--- config.mk ---
export PLATFORM = sky130hd
export DESIGN_NAME = id_fsm_core
export DESIGN_NICKNAME = d
export VERILOG_FILES = /design/src/rtl/id_fsm_pkg.sv /design/src/rtl/id_char_class.sv /design/src/rtl/id_fsm_core.sv
export SDC_FILE = /design/constraint.sdc
export NUM_CORES = 1
export LEC_CHECK = 0
export CAP_MARGIN = 0
export CORE_AREA = 2 2 39 41
export CTS_CLUSTER_SIZE = 25
export DETAILED_ROUTE_END_ITERATION = 10
export DIE_AREA = 0 0 41 43
export HOLD_SLACK_MARGIN = 0.12
export SYNTH_ARGS = -nofsm -noshare
export SYNTH_HDL_FRONTEND = slang
export SYNTH_HIERARCHICAL = 1
export SYNTH_SLANG_ARGS = --single-unit
export TNS_END_PERCENT = 30
--- constraint.sdc ---
create_clock -name clk -period 1.43 [get_ports clk]
set_clock_uncertainty 0.2 [all_clocks]
set_input_delay 0.286 -clock clk [delete_from_list [all_inputs] [get_ports clk]]
set_output_delay 0.286 -clock clk [all_outputs]
set_load 0.02 [all_outputs]
--- src/rtl/id_fsm_pkg.sv ---
// Shared types and ASCII bounds for the identifier-pattern recogniser.
// The state and char-class encodings are fixed at 2 bits. State code 2'b11 is unused.
package id_fsm_pkg;

    typedef enum logic [1:0] {
        IDLE  = 2'b00,
        ALPHA = 2'b01,
        MATCH = 2'b10
    } state_t;

    typedef enum logic [1:0] {
        LETTER = 2'b00,
        DIGIT  = 2'b01,
        OTHER  = 2'b10
    } cclass_t;

    localparam logic [7:0] CH_A_UP   = 8'h41;
    localparam logic [7:0] CH_Z_UP   = 8'h5A;
    localparam logic [7:0] CH_A_LO   = 8'h61;
    localparam logic [7:0] CH_Z_LO   = 8'h7A;
    localparam logic [7:0] CH_0      = 8'h30;
    localparam logic [7:0] CH_9      = 8'h39;
    localparam logic [7:0] CH_USCORE = 8'h5F;

    function automatic logic in_range(input logic [7:0] c,
                                      input logic [7:0] lo,
                                      input logic [7:0] hi);
        return (c >= lo) && (c <= hi);
    endfunction

endpackage

--- src/rtl/id_char_class.sv ---
// Combinational ASCII classifier (LETTER/DIGIT/OTHER), zero latency, no backpressure.
// With ID_FSM_UNDERSCORE_EN defined, '_' counts as a letter.
module id_char_class
    import id_fsm_pkg::*;
(
    input  logic [7:0] char_i,
    output cclass_t    cls_o
);

    logic is_letter;

    always_comb begin
        is_letter = in_range(char_i, CH_A_UP, CH_Z_UP) || in_range(char_i, CH_A_LO, CH_Z_LO);
`ifdef ID_FSM_UNDERSCORE_EN
        if (char_i == CH_USCORE) begin
            is_letter = 1'b1;
        end
`endif
        cls_o = OTHER;
        if (is_letter) begin
            cls_o = LETTER;
        end else if (in_range(char_i, CH_0, CH_9)) begin
            cls_o = DIGIT;
        end
    end

endmodule

--- src/rtl/id_fsm_core.sv ---
// Moore recogniser: out is high while the current segment ends in [A-Za-z]+[0-9]+. The output is registered and reflects the char sampled at the last edge.
// There is no backpressure because a char is consumed every clock. ID_FSM_UNDERSCORE_EN makes '_' a letter.
module id_fsm_core
    import id_fsm_pkg::*;
(
    input  logic       clk,
    input  logic       rst_n,
    input  logic [7:0] char,
    output logic       out
);

    state_t  state_q;
    state_t  state_d;
    logic    out_q;
    cclass_t cls;

    id_char_class u_class (
        .char_i (char),
        .cls_o  (cls)
    );

    always_comb begin
        state_d = IDLE;
        case (state_q)
            IDLE:    state_d = (cls == LETTER) ? ALPHA : IDLE;
            ALPHA: begin
                if (cls == LETTER)     state_d = ALPHA;
                else if (cls == DIGIT) state_d = MATCH;
                else                   state_d = IDLE;
            end
            MATCH: begin
                if (cls == DIGIT)       state_d = MATCH;
                else if (cls == LETTER) state_d = ALPHA;
                else                    state_d = IDLE;
            end
            // Unused code 2'b11 falls back to IDLE.
            default: state_d = IDLE;
        endcase
    end

    always_ff @(posedge clk) begin
        if (!rst_n) begin
            state_q <= IDLE;
            out_q   <= 1'b0;
        end else begin
            state_q <= state_d;
            out_q   <= (state_d == MATCH);
        end
    end

    assign out = out_q;

endmodule

# --- After elaboration in Yosys (flattened, before gate mapping) ---
# Index checks and enable logic that the tools add are counted.
classes:
  order_cmp: 6
  n_reduce_logical: 6
  mux: 7
  n_eq_ne: 4
op_table:
  columns: ["operator", "n"]
  rows:
  - ["greater-or-equal comparator 8 x 7 -> 1 bit (second input constant)", 2]
  - ["less-or-equal comparator 8 x 7 -> 1 bit (second input constant)", 2]
  - ["two-way mux 2 bit", 5]
  - ["greater-or-equal comparator 8 x 6 -> 1 bit (second input constant)", 1]
  - ["less-or-equal comparator 8 x 6 -> 1 bit (second input constant)", 1]
  - ["case mux 2 bit (3 select lines)", 1]
  - ["equality test 2 x 1 -> 1 bit (second input constant)", 2]
  - ["equality test 2 bit (second input constant)", 2]
  - ["zero test 2 bit", 2]
  - ["logical AND 1 bit", 3]
  - ["logical OR 1 bit", 1]
  - ["two-way mux 1 bit", 1]
word_totals:
  inputBits: 10
  register_bits: 3

# --- Depth between registers and ports, before layout ---
# Gate-level depths: netlist of run 1.
logic_depth:
  depth_word: 9
  ltp_mapped: 4

# --- By module ---
# Netlist of run 1, hierarchy kept.
by_module_without_submodules:
  columns: ["mod", "area_per_inst_um2", "n_inst", "cells_per_inst"]
  rows:
  - ["id_fsm_core", 98.8, 1, 8]
  - ["id_char_class", 56.3, 1, 8]

# --- Worst setup path after synthesis of run 1 ---
# Ideal clock, no wire load.
synth_path:
  kind: "in2reg"
  from: "input char[1]"
  to: "register state_q[0]"
  path_stages: 4
  setup_time_ns: 0.133
  arrival_time_ns: 1.249
  path_buffers: 0
  required_ns: 1.097
  path_slack_ns: -0.152
  cell_sequence: "or2_0 -> or4_1 -> a41oi_1 -> a2111oi_0"
synth_via:
  elab_chain_cells: 8
synth_lines:
  columns: ["item", "line_no", "text"]
  rows:
  - ["start, declared", "id_fsm_core.sv:8", "input logic [7:0] char,"]
  - ["greater-or-equal comparator 8 x 6 -> 1 bit (tied with other cells)", "id_fsm_pkg.sv:28", "return (c >= lo) && (c <= hi);"]
  - ["logical AND 1 bit", "id_fsm_pkg.sv:28", null]
  - ["two-way mux 2 bit / logical OR 1 bit (equally long branches)", "id_char_class.sv:22, id_char_class.sv:13", null]
  - ["two-way mux 2 bit (*)", "id_char_class.sv:20", "if (is_letter) begin"]
  - ["net cls[1]", "id_fsm_core.sv:15", "cclass_t cls;"]
  - ["zero test 2 bit", "id_fsm_core.sv:25, id_fsm_core.sv:27, id_fsm_core.sv:33", null]
  - ["two-way mux 1 bit", "id_fsm_core.sv:25, id_fsm_core.sv:33", null]
  - ["two-way mux 2 bit", "id_fsm_core.sv:32", "if (cls == DIGIT) state_d = MATCH;"]
  - ["case mux 2 bit (3 select lines) (*)", "id_fsm_core.sv:24", "case (state_q)"]
  - ["end signal, assigned", "id_fsm_core.sv:46", "state_q <= state_d;"]
  - ["end, declared", "id_fsm_core.sv:12", "state_t state_q;"]
# Mark *: on every way through the listed nets, which the timed path passes. The rest lies on a longest branch.
# A chain may end at the register's enable or synchronous reset.

# --- Final worst setup path of run 1 ---
layout_path:
  from: "input char[4]"
  to: "register out_q, in the netlist out"
layout_via:
  elab_chain_cells: 9
layout_lines:
  columns: ["item", "line_no", "text"]
  rows:
  - ["greater-or-equal comparator 8 x 6 -> 1 bit (tied with other cells)", "id_fsm_pkg.sv:28", null]
  - ["logical AND 1 bit", "id_fsm_pkg.sv:28", null]
  - ["two-way mux 2 bit / logical OR 1 bit (equally long branches)", "id_char_class.sv:22, id_char_class.sv:13", null]
  - ["two-way mux 2 bit (*)", "id_char_class.sv:20", null]
  - ["net cls[1]", "id_fsm_core.sv:15", null]
  - ["equality test 2 x 1 -> 1 bit / zero test 2 bit (equally long branches)", null, null]
  - ["two-way mux 2 bit / two-way mux 1 bit (equally long branches)", "id_fsm_core.sv:28, id_fsm_core.sv:25, id_fsm_core.sv:33", null]
  - ["two-way mux 2 bit, on equally long branches", "id_fsm_core.sv:27, id_fsm_core.sv:32", null]
  - ["case mux 2 bit (3 select lines) (*)", "id_fsm_core.sv:24", null]
  - ["equality test 2 bit (*)", "id_fsm_core.sv:47", "out_q <= (state_d == MATCH);"]
  - ["end signal, assigned", "id_fsm_core.sv:47", null]
  - ["end, declared", "id_fsm_core.sv:14", "logic out_q;"]
# Marked as above.

==> results.yml, run 1 <==
run_status:
  outcome: "finished, violations left"
  violations: "negative setup slack"
timing:
  rsz0062_at_grt: "yes"
  fmax_ghz: 0.688
  min_period_ns: 1.45
  max_slew_margin_pct: 82.7
  tightest_slew_ns: 0.258
  finalMaxSlewViolations: 0
  period_share_pct: 102
  hold_viol: 0
  setup_viol: 3
  fin_ws_ns: -0.0226
power:
  p_per_area_nw_per_um2: 735
  vdd_drop_max_v: 0.000231
  p_leak_nw: 0.174
  p_total_w: 0.000289
cells_and_area:
  drive_above_1_share_pct: 47.1
  fin_cells: 50
  diodes: 0
  areaGrowthSynthToFinish_pct: 153
  final_nets: 45
clock_tree:
  root_buffer: "clkbuf_4"
  cts_tree: "built"
  clk_latency_ns: 0.23
  clock_path_buffers: 2
  htreeDepth: 1
  numCtsBuffers: 3
  clk_pin_slew_ns: 0.03
  cts.sinks: 3
grt:
  grt-ovfl-total: 0
  grt_pass1_wl_um: 738
  grt_max_degree: 4
  grt_pass1_vias: 214
  antenna_found_initial: 0
  track_usage_pct: 6.62
detailed_routing:
  routed_wl_um: 493
  vias: 193
  initialDrtViolationCount: 0
  drc: 0
  viasPerCell: 3.86
  drt_first_pass_iters: 1
  ant_nets: 0
  wl_per_cell_um: 9.86
placed_design:
  pre_cts_slack_ns: -0.595
  io_buffers: 10
  place_congestion: 0.546
  placedCellCount: 45
die:
  core_area_um2: 1380
  start_util_pct: 11.2
  die_w_um: 41
  dieArea_um2: 1760
  core.rowCount: 14
  die_h_um: 43
  ios: 11
min_path:
  hp-class: "register to register"
worst_setup_path:
  required_ns: 1.33
  endpoint_kind: "register"
  path_max_fanout: 3
  critical_path_arrival_ns: 1.36
  startpoint_type: "input pin"
  crit_type: "input pin to register"
synth:
  syn_area_um2: 155
  synth_nets: 26
  syn-mean-instance-area_um2: 9.70
  syn_inst: 16
  synth_seq_cells: 3
  synth_warnings: 6
  synth_top_area_cell: "dfxtp_1"
  ys_seq_area_share_pct: 38.7
  yosys-top-cells-area: "dfxtp_1, nor4b_1, nand4bb_1"
  synth_top_area_share_pct: 38.7
  ys_types: 12
job:
  drv_cap: 0
[routing by layer]
| metal | track usage (%) | vias to the layer above | wire length, um |
|---|---|---|---|
| li1 | - | 100 | - |
| met1 | 6.41 | 83 | 185 |
| met2 | 9.69 | 10 | 234 |
| met3 | 1.57 | 0 | 73 |
| met4 | 8.00 | 0 | 0 |
| met5 | 0 | - | 0 |
[power by group]
| part | total (W) | switching [W] | internal (W) |
|---|---|---|---|
| logic | 0.0000568 | 0.0000216 | 0.0000353 |
| clock network | 0.000145 | 0.0000403 | 0.000104 |
| registers | 0.0000874 | 0.00000174 | 0.0000857 |
| total | 0.000289 | 0.0000636 | 0.000225 |
[registers in the layout, summed over array words and instances (netlist names)]
signal and count:
state_q 2, out 1
[Yosys cell counts]
cell / number
a2111oi_0: 1
a21o_2: 1
a21oi_1: 1
a41oi_1: 1
dfxtp_1: 3
inv_1: 2
nand3_1: 1
nand4bb_1: 1
nor4b_1: 2
or2_0: 1
or4_1: 1
xnor2_1: 1
[what timing repair did]
action,4_1_cts,5_1_grt
pin swaps,5,5
resized for setup,20,6
hold buffers,0,0
setup buffers,1,0
setup endpoints to repair,4,3
[layout make-up]
cell class                      instances  area, um^2
Fill cell                             149         991
Tap cell                               16        20.0
Sequential cell                         3        60.1
Timing Repair Buffer                   14         134
Inverter                                2        7.51
Clock buffer                            4        26.3
Multi-Input combinational cell         11         145
[layout by cell type, fill, tap and decap left out, drive strengths merged, types with 2 or more instances in the layout]
master	netlist	layout
buf	0	6
clkbuf	0	4
dfxtp	3	3
dlygate4sd2	0	2
dlymetal6s2s	0	4
inv	2	2
nor4b	2	2
[final timing paths]
kind / start / endpoint / slack [ns] / depth (start not counted)
max: char[4] / out$_SDFF_PN0_ / -0.02 / 4
min: state_q[0]$_SDFF_PN0_ / state_q[0]$_SDFF_PN0_ / 0.32 / 1
max reg2reg: state_q[0]$_SDFF_PN0_ / out$_SDFF_PN0_ / 0.41 / 2
min reg2reg: state_q[0]$_SDFF_PN0_ / state_q[0]$_SDFF_PN0_ / 0.32 / 1
[worst max-delay path, stage by stage]
cell and delay [ns]:
clkdlybuf4s15_1 0.21, or4_4 0.55, a41oi_4 0.23, nor4b_2 0.09
[through the flow]
| stage | setup TNS [ns] | instance area, um^2 | utilization, % | hold WS (ns) |
|---|---|---|---|---|
| 2_1_floorplan | -0.141 | 163 | - | 0.245 |
| 3_3_place_gp | -1.66 | 305 | 22.1 | 0.262 |
| 3_5_place_dp | -1.73 | 305 | 22.1 | 0.291 |
| 4_1_cts | -0.398 | 369 | 26.7 | 0.292 |
| 5_1_grt | -0.186 | 393 | 28.4 | 0.340 |
| 6_report | -0.0629 | 393 | 28.4 | 0.322 |
[cells by family after synthesis]
group | after synthesis | share of synthesized area (%)
and+or+nand+nor | 6 | 30.6
AOI/OAI and AO/OA | 4 | 20.2
DFF | 3 | 38.7
buffers and inverters | 2 | 4.84
xor gates and xnor gates | 1 | 5.65
No activity file was read; power rests on OpenSTA's default activity.
==> inputs of run 2 (changes only) <==
--- a/config.mk
+++ b/config.mk
@@ -11,6 +11,7 @@
 export DETAILED_ROUTE_END_ITERATION = 10
 export DIE_AREA = 0 0 41 43
 export HOLD_SLACK_MARGIN = 0.12
+export SKIP_LAST_GASP = 1
 export SYNTH_ARGS = -nofsm -noshare
 export SYNTH_HDL_FRONTEND = slang
 export SYNTH_HIERARCHICAL = 1
==> run 2 against run 1 <==
Against the previous run: the flow still finishes with violations (negative setup slack); register-to-register slack hardly changed; via count grew 1.0%; fmax barely moved; cell area unchanged; final cell count is the same; highest routed layer unchanged; flip-flop and latch count unchanged; global-route usage stayed put; first-iteration DRC count did not move.
==> results.yml, run 2 (synthesis gave the netlist of run 1 again) <==
timing:
  hold_slack_ns: 0.323
  fin_tns_setup_ns: -0.0516
  fmax_ghz: 0.688
  setup_viol: 3
  max_slew_margin_pct: 82.3
  tightest_slew_ns: 0.263
  period_share_pct: 102
  min_period_ns: 1.45
  finalMaxSlewViolations: 0
  hold_viol: 0
  fin_ws_ns: -0.0238
  rsz0062_at_grt: "yes"
grt:
  grt_max_degree: 4
  grt_pass1_wl_um: 738
  grt_pass1_vias: 214
  busiest_layer: "met2"
  grt-ovfl-total: 0
  grt_use_met1_pct: 6.41
  antenna_found_initial: 0
  globalRouteMet2Util_pct: 9.69
  track_usage_pct: 6.62
  use_met3_pct: 1.57
die:
  start_util_pct: 11.2
  die_h_um: 43
  dieArea_um2: 1760
  core_area_um2: 1380
  ios: 11
  die_w_um: 41
  core.rowCount: 14
min_path:
  min_path_cells: 1
  min_from: "state_q[0]$_SDFF_PN0_"
  min_to: "state_q[0]$_SDFF_PN0_"
  hp-class: "register to register"
detailed_routing:
  vias: 195
  ant_nets: 0
  drt_first_pass_iters: 1
  drc: 0
  viasPerCell: 3.90
  routed_wl_um: 488
  initialDrtViolationCount: 0
  wl_per_cell_um: 9.76
power:
  p_per_area_nw_per_um2: 734
  vdd_drop_max_v: 0.000230
  p_leak_nw: 0.175
worst_setup_path:
  crit_path_cell_trace: "buf_6 > or2_1 > or4_4 > a41oi_4 > nor4b_2"
  required_ns: 1.33
  startpoint_type: "input pin"
  critPathBufInv: 1
  cp_top_family: "simple AND/OR/NAND/NOR gates"
  crit_type: "input pin to register"
  r2r-start: "state_q[0]$_SDFF_PN0_"
  endpoint_kind: "register"
  r2r_slack_ns: 0.41
  crit_slowest_cell: "or4_4"
  reg2reg_to: "out$_SDFF_PN0_"
  path_max_fanout: 3
  critical_path_arrival_ns: 1.36
  path_depth: 5
  max_stage_delay_ns: 0.44
  r2r_cells: 2
placed_design:
  io_buffers: 10
  place_congestion: 0.546
  placed_area_um2: 305
clock_tree:
  clk_pin_slew_ns: 0.03
  root_buffer: "clkbuf_4"
  cts_tree: "built"
  numCtsBuffers: 3
  clock_path_buffers: 2
  clk_latency_ns: 0.23
  htreeDepth: 1
  cts.sinks: 3
cells_and_area:
  fin_util_pct: 28.4
  final_nets: 45
  areaGrowthSynthToFinish_pct: 153
  largest_reg_flops: 2
  finalInstanceArea_um2: 393
  layout_common_cells: "dlymetal6s2s_1, buf_4, clkbuf_4, dfxtp_1"
  drive_above_1_share_pct: 47.1
  diodes: 0
  largest-register: "state_q"
run_status:
  violations: "negative setup slack"
  outcome: "finished, violations left"
job:
  drv_cap: 0
[run 2: cell counts in the layout (fill, tap and decap cells not counted)]
Identical to the previous run, type by type.
[run 2: layout make-up]
type                    instances  area (um^2)
inverters                       2         7.51
flip-flops and latches          3         60.1
multi-input cells              11          145
fillers                       149          991
well taps                      16         20.0
clock buffers                   4         26.3
repair buffers                 14          134
[run 2: through the flow]
step                      instances  worst slack, ns  power, W
after floorplan                  16          -0.0598  0.000101
after global placement           45           -0.561  0.000134
after detailed placement         45           -0.595  0.000135
after CTS                        50           -0.182  0.000295
after global routing             50          -0.0621  0.000306
final                            50          -0.0238  0.000288
[run 2: layer usage]
layer | routed length [um] | vias up
li1 | - | 100
met1 | 176 | 85
met2 | 238 | 10
met3 | 74 | 0
met4 | 0 | 0
met5 | 0 | -
[run 2: timing repair]
item	CTS	global route
hold buffers	0	0
pin swaps	4	5
buffers inserted	1	0
gates resized for setup	18	8
endpoints found under the setup margin	4	3
[run 2: how the worst max path moves through the flow]
stage	start	end	slack, ns
2_1_floorplan	char[1]	state_q[0]$_SDFF_PN0_	-0.06
3_3_place_gp	char[1]	state_q[0]$_SDFF_PN0_	-0.56
3_5_place_dp	char[1]	state_q[0]$_SDFF_PN0_	-0.59
4_1_cts	char[7]	state_q[0]$_SDFF_PN0_	-0.18
5_1_grt	char[1]	out$_SDFF_PN0_	-0.06
6_report	char[1]	out$_SDFF_PN0_	-0.02
[run 2: worst register-to-register path: stages (launching register included)]
cell and delay, ns:
dfxtp_1 0.38, xnor2_1 0.13, nor4b_2 0.22
[run 2: power breakdown]
part / internal [W] / switching [W] / total, W
logic: 0.0000348 / 0.0000214 / 0.0000563
registers: 0.0000857 / 0.00000172 / 0.0000874
clock network: 0.000104 / 0.0000403 / 0.000145
==> inputs of run 3 (changes only) <==
--- a/config.mk
+++ b/config.mk
@@ -5,6 +5,7 @@
 export SDC_FILE = /design/constraint.sdc
 export NUM_CORES = 1
 export LEC_CHECK = 0
+export ABC_AREA = 1
 export CAP_MARGIN = 0
 export CORE_AREA = 2 2 39 41
 export CTS_CLUSTER_SIZE = 25
==> run 3 against run 2 <==
Against the previous run: the flow now finishes without violations; die area is the same; largest power group unchanged; final cell count rose by 86%; clock power grew 6%; power up 12%; sequential power up 1%.
==> results.yml, run 3 <==
cells_and_area:
  layout_common_cells: "nand2_1, nor2_1, inv_1, dlymetal6s2s_1, nand2_2"
  final_common_cell: "nand2_1"
  areaGrowthSynthToFinish_pct: 62.7
  fin_cells: 93
  final_nets: 88
  drive_above_1_share_pct: 19.5
  largest-register: "state_q"
  largest_reg_flops: 2
  diodes: 0
timing:
  min_period_ns: 1.33
  fin_tns_setup_ns: 0
  fin_ws_ns: 0.101
  finalMaxSlewViolations: 0
  tightest_slew_ns: 0.243
  fmax_ghz: 0.752
  period_share_pct: 93.0
  rsz0062_at_grt: "no"
  setup_viol: 0
  hold_viol: 0
  max_slew_margin_pct: 83.7
grt:
  track_usage_pct: 9.21
  grt_pass1_wl_mm: 1.11
  antenna_found_initial: 0
  grt_pass1_vias: 321
  grt-ovfl-total: 0
  grt_max_degree: 6
clock_tree:
  cts.sinks: 3
  numCtsBuffers: 3
  post_cts_buffers: 0
  htreeDepth: 1
  hold_buffers: 0
  clock_path_buffers: 2
  root_buffer: "clkbuf_4"
  clk_latency_ns: 0.23
  cts_tree: "built"
  clk_pin_slew_ns: 0.04
die:
  dieArea_um2: 1760
  ios: 11
  core.rowCount: 14
  die_h_um: 43
  start_util_pct: 21.3
  core_area_um2: 1380
  die_w_um: 41
worst_setup_path:
  r2r_cells: 3
  startpoint_type: "register"
  path_depth: 1
  critPathBufInv: 1
  reg2reg_to: "out$_SDFF_PN0_"
  cp_top_family: "buffers and inverters"
  endpoint_kind: "primary output"
  crit_path_cell_trace: "dlygate4sd2_1"
  max_stage_delay_ns: 0.32
  required_ns: 0.94
  critical_path_arrival_ns: 0.84
  path_max_fanout: 1
  r2r-start: "state_q[0]$_SDFF_PN0_"
  r2r_slack_ns: 0.60
  crit_slowest_cell: "dlygate4sd2_1"
  crit_type: "register to primary output"
placed_design:
  placedCellCount: 89
  pre_cts_slack_ns: -0.439
  place_congestion: 0.719
  io_buffers: 10
  dp_hpwl_um: 520
synth:
  syn_area_um2: 295
  synth_warnings: 6
  synth_enable_flop_cells: 0
  synth_top_area_share_pct: 29.2
  ys_types: 11
  synth_top_family_by_area: "simple AND/OR/NAND/NOR gates"
  synth_fa_ha_area_share_pct: 0
  synth-xor-area-share_pct: 0
  synth_compound_area_share_pct: 5.08
  syn-mean-instance-area_um2: 4.84
  yosysMostFrequentCell: "nand2_1"
  yosys-top-cells-area: "nand2_1, dfxtp_1, nor2_1"
  yosys_most_used_dff: "dfxtp_1"
  syn_inst: 61
  synthMuxAreaShare_pct: 0
  yosys-top-cells-count: "nand2_1, nor2_1, inv_1"
  synth-async-reset-ratio_pct: 0
  synth_nets: 71
  synth_top_area_cell: "nand2_1"
  synth_seq_cells: 3
  ys_seq_area_share_pct: 20.3
  synth-simple-area-share_pct: 58.1
detailed_routing:
  viasPerCell: 4.00
  drc: 0
  routed_wl_um: 652
  vias: 372
  ant_nets: 0
  initialDrtViolationCount: 2
  drt_first_pass_iters: 2
  wl_per_cell_um: 7.01
power:
  vdd_drop_max_v: 0.000138
  p_leak_nw: 0.304
  p_per_area_nw_per_um2: 672
min_path:
  min_from: "state_q[0]$_SDFF_PN0_"
  hp-class: "register to register"
  min_to: "state_q[1]$_SDFF_PN0_"
  min_path_cells: 4
job:
  drv_cap: 0
run_status:
  outcome: "finished clean"
==> run 3: cell types whose count changed after synthesis, moves of 2 or more <==
cell     previous run  this run
nand2_2             0         3
nor4b_1             2         0
inv_1               2        10
nand2_1             0        23
inv_2               0         2
nand3_1             1         3
nor2_1              0        12
==> run 3: how the worst max path moves through the flow <==
stage | startpoint | endpoint
6_report | out$_SDFF_PN0_ | out
2_1_floorplan | char[3] | out$_SDFF_PN0_
4_1_cts | char[3] | state_q[1]$_SDFF_PN0_
5_1_grt | char[7] | out$_SDFF_PN0_
3_5_place_dp | char[6] | state_q[1]$_SDFF_PN0_
3_3_place_gp | char[5] | state_q[1]$_SDFF_PN0_
==> run 3: what timing repair did <==
item,in CTS,in global routing
gates resized for setup,2,14
endpoints found under the setup margin,4,3
pin swaps,0,2
==> run 3: logic make-up after synthesis <==
| family | count (synthesis) |
|---|---|
| buffers and inverters | 13 |
| flip-flops | 3 |
| AO/OA/AOI/OAI | 3 |
| AND/OR/NAND/NOR | 42 |
==> run 3: area by class of cell <==
class | count | area (um^2)
Multi-Input combinational cell | 45 | 199
Clock buffer | 4 | 26.3
Fill cell | 166 | 903
Tap cell | 16 | 20.0
Inverter | 13 | 48.8
Timing Repair Buffer | 12 | 126
Sequential cell | 3 | 60.1
==> run 3: power breakdown <==
part	switching, W	internal [W]
registers	0.00000179	0.0000867
logic	0.0000423	0.0000383
clock network	0.0000489	0.000105
==> run 3: routing by layer <==
layer | GRT usage [%] | vias to the layer above | part of all wire (%)
met5 | 0 | - | 0
met4 | 8.00 | 0 | 2.9
met1 | 10.2 | 150 | 44
li1 | - | 209 | -
met3 | 1.57 | 3 | 2.9
met2 | 14.1 | 10 | 50
==> run 3: through the flow <==
step           hold WS (ns)  power (W)  util (%)  area [um^2]
2_1_floorplan         0.214   0.000128         -          295
3_3_place_gp          0.318   0.000169      31.1          430
3_5_place_dp          0.332   0.000170      31.1          430
4_1_cts               0.338   0.000324      32.8          454
5_1_grt               0.373   0.000345      34.7          480
6_report              0.336   0.000323      34.7          480
